$ cat src/rtl/antirrebote_d.sv
// Debounces a raw bouncy input into a clean synchronized level for flip_flop_d.
// Also emits one-cycle rise/fall pulses and a wrapping count of accepted rises.
module antirrebote_d #(
  parameter int unsigned STABLE_CYCLES = 4,
  parameter int unsigned CNT_W         = 3,
  parameter int unsigned EV_W          = 8
) (
  input  logic            clk,
  input  logic            rst,
  input  logic            d_in,
  output logic            q,
  output logic            rise,
  output logic            fall,
  output logic [EV_W-1:0] count
);

  typedef enum logic [1:0] {
    ESTABLE_BAJO,
    ESPERA_ALTO,
    ESTABLE_ALTO,
    ESPERA_BAJO
  } state_t;

  localparam logic [CNT_W-1:0] LAST = CNT_W'(STABLE_CYCLES - 1);

  logic             s1;
  logic             s2;
  state_t           state;
  logic [CNT_W-1:0] cnt;

  always_ff @(posedge clk) begin
    if (rst) begin
      s1    <= 1'b0;
      s2    <= 1'b0;
      state <= ESTABLE_BAJO;
      cnt   <= '0;
      q     <= 1'b0;
      rise  <= 1'b0;
      fall  <= 1'b0;
      count <= '0;
    end else begin
      s1   <= d_in;
      s2   <= s1;
      rise <= 1'b0;
      fall <= 1'b0;
      unique case (state)
        ESTABLE_BAJO: begin
          if (s2) begin
            state <= ESPERA_ALTO;
            cnt   <= '0;
          end
        end
        ESPERA_ALTO: begin
          if (!s2) begin
            state <= ESTABLE_BAJO;
            cnt   <= '0;
          end else if (cnt == LAST) begin
            state <= ESTABLE_ALTO;
            q     <= 1'b1;
            rise  <= 1'b1;
            count <= count + EV_W'(1);
          end else begin
            cnt <= cnt + CNT_W'(1);
          end
        end
        ESTABLE_ALTO: begin
          if (!s2) begin
            state <= ESPERA_BAJO;
            cnt   <= '0;
          end
        end
        ESPERA_BAJO: begin
          // a 1 seen while waiting means the low level bounced
          if (s2) begin
            state <= ESTABLE_ALTO;
            cnt   <= '0;
          end else if (cnt == LAST) begin
            state <= ESTABLE_BAJO;
            q     <= 1'b0;
            fall  <= 1'b1;
          end else begin
            cnt <= cnt + CNT_W'(1);
          end
        end
        default: state <= ESTABLE_BAJO;
      endcase
    end
  end

endmodule

$ cat config.mk
export PLATFORM = sky130hd
export DESIGN_NAME = antirrebote_d
export DESIGN_NICKNAME = d
export VERILOG_FILES = /design/src/rtl/antirrebote_d.sv
export SDC_FILE = /design/constraint.sdc
export NUM_CORES = 1
export LEC_CHECK = 0
export ABC_AREA = 1
export CORE_AREA = 4 4 51 53
export CTS_CLUSTER_DIAMETER = 120
export DETAILED_ROUTE_END_ITERATION = 8
export DIE_AREA = 0 0 55 57
export SLEW_MARGIN = 20
export SYNTH_ARGS = -nofsm -noshare
export SYNTH_HDL_FRONTEND = slang
export SYNTH_SLANG_ARGS = --single-unit
$ cat constraint.sdc
create_clock -name clk -period 2.05 [get_ports clk]
set_input_delay 0.5125 -clock clk [delete_from_list [all_inputs] [get_ports clk]]
set_output_delay 0.5125 -clock clk [all_outputs]
set_load 0.005 [all_outputs]
==> run summary <==
largest net degree at the start of global routing - 17
crit-path cells - clkdlybuf4s50_1
Sum Neg Setup Slack - 0 ns
Yosys top cell by area - dfxtp_1
vias in the first global route - 652
die area - 0.00314 sq mm
Starting Density - 0.380
clock sinks - 18
Clk Latency, worst-skew pair - 0.30 ns
Synth Net Count - 121
Die Wd - 55 microns
Total Routing Usage GR - 0.118
top-count cell post-synth - nand2_1
Hold WC Path Type - reg2reg
clock slew seen by the registers of the worst setup and hold paths - 0.11 ns
gpl congestion - 0.757
critical path's top delay family - buffers and inverters
final WL - 1470 microns
DP Cell Count - 155
worst path required time - 1.54 ns
row cnt - 17
final instance area - 0.00100 sq mm
crit path time final - 1.75 ns
Syn Area/Cell - 7.04 sq um
top post-synthesis cells by count - 25 x nand2_1, 21 x inv_1, 20 x nor2_1
via count - 707
Post-synth ARST share - 0
crit-path max FO - 5
H-tree levels - 1
mapped cell area - 817 sq um
num ports - 14
sequential share of the synthesized area - 0.441
area share of the largest cell type after synthesis - 0.441
Slew @ Worst Pin - 0.320 ns
HPWL after DPL - 1100 microns
Max-Slew Margin vs Limit - 0.786
Layout area overhead - 22.8%
unique cell type count in the Yosys netlist - 17
# diodes - 0
Buf/Inv on CP - 1
synth top area cells - dfxtp_1 44%, nand2_1 11%, inv_1 9.6%
routed len/inst - 9.21 microns
CP peak stage delay - 0.53 ns
hold_buf cts - 0
status - finished, final reports clean
Die Y-Extent - 57 microns
Root Buffer - clkbuf_4
layout cell share with drive strength beyond 1 - 0.0534
Post-synth EDFFs - 0
TritonCTS buffer count - 3
WP data arrival - 1.24 ns
critical path class - reg2out
post-CTS setup buffer count - 0
GR Overflow Total - 0
1st-iter DRT viols - 13
placed cell areas - 967 sq um
max-cap viol count - 0
Syn Inst Count - 116
CTS tree - yes
Worst VDD drop - 0.363 mV
Final setup viols - 0
1st-pass router iterations - 4
power density cells - 595 mW/mm^2
Finished Layout Cells - 159
cts repair resizes - 0
final slew viol count - 0
residual DRC count - 0
CP max stage cell - clkdlybuf4s50_1
clk_skew - 0.00564 ns
leakage power - 0.429 nW
RSZ-0062 raised after global routing - no
CORE AREA - 0.00215 sq mm
ANT nets after route - 0
vias per inst - 4.45
startpoint types - flip-flop
CTS Buffer Depth - 2
YS warnings - 0
final hold vios - 0
ys flop type - dfxtp_1
final period utilization - 0.852
first-pass GRT wire length - 2680 microns
initial antenna violation count - 0
Achievable Freq - 0.572 GHz
CP Capture Type - output pin
FF+latch count, synth - 18
Final nets - 137
Buffers on Ports - 13
routing by layer:
metal,routed length (microns),track usage,vias up,share of wire
li1,-,-,387,-
met1,686,0.141,305,0.47
met2,674,0.179,11,0.46
met3,52,0.0235,4,0.035
met4,52,0.0938,0,0.035
met5,0,0,-,0
area by class of cell:
cell class	count	area, sq um
inverter	21	78.8
tap	28	35.0
multi-input combinational	74	355
timing repair buffer	14	138
clock buffer	4	36.3
fill	219	1140
sequential	18	360
cell families after synthesis:
family                     Yosys count  share of synthesized area
adders and majority gates            2                     0.0306
and+or+nand+nor                     60                      0.328
DFF                                 18                      0.441
buffers and inverters               24                      0.124
AOI/OAI and AO/OA                   12                     0.0766
worst paths after layout:
| check | from | endpoint | slack (ns) | cells past startpoint |
|---|---|---|---|---|
| setup reg to reg | cnt[1]$_SDFFE_PP0P_ | count[1]$_SDFFE_PP0P_ | 0.68 | 6 |
| hold reg to reg | s1$_SDFF_PP0_ | s2$_SDFF_PP0_ | 0.41 | 2 |
| hold / removal | s1$_SDFF_PP0_ | s2$_SDFF_PP0_ | 0.41 | 2 |
| setup / recovery | count[0]$_SDFFE_PP0P_ | count[0] | 0.30 | 1 |
sequential cells by signal, summed over array words and instances, names as in the netlist, named ones only:
name / count
cnt: 3
count: 8
fall: 1
q: 1
rise: 1
s1: 1
s2: 1
state: 1
power breakdown:
part / switching, mW / internal (mW)
Sequential: 0.00186 / 0.352
Clock: 0.113 / 0.108
Combinational: 0.0132 / 0.00911
Total: 0.128 / 0.469
cells in the final DEF, fill, tap and decap left out:
cell	Yosys	layout
a21oi_1	8	8
buf_4	1	1
clkbuf_4	0	3
clkbuf_8	0	1
clkdlybuf4s50_1	0	13
dfxtp_1	18	18
ha_1	2	2
inv_1	21	21
nand2_1	25	25
nand3_1	9	9
nand3_4	1	1
nand3b_1	1	1
nand4_1	2	2
nor2_1	20	20
nor2_4	1	1
nor3_1	1	1
o21a_1	1	1
o21ai_0	3	3
through the flow:
step                 util  hold slack (ns)  power (mW)  setup WS, ns
CTS                 0.467            0.415       0.610         0.282
detailed placement  0.450            0.398       0.385         0.459
floorplan               -            0.388       0.377         0.859
global route        0.467            0.456       0.624         0.243
finish              0.467            0.411       0.597         0.302
global placement    0.450            0.392       0.384         0.527
Note: power is estimated with default switching activity, not from simulation.
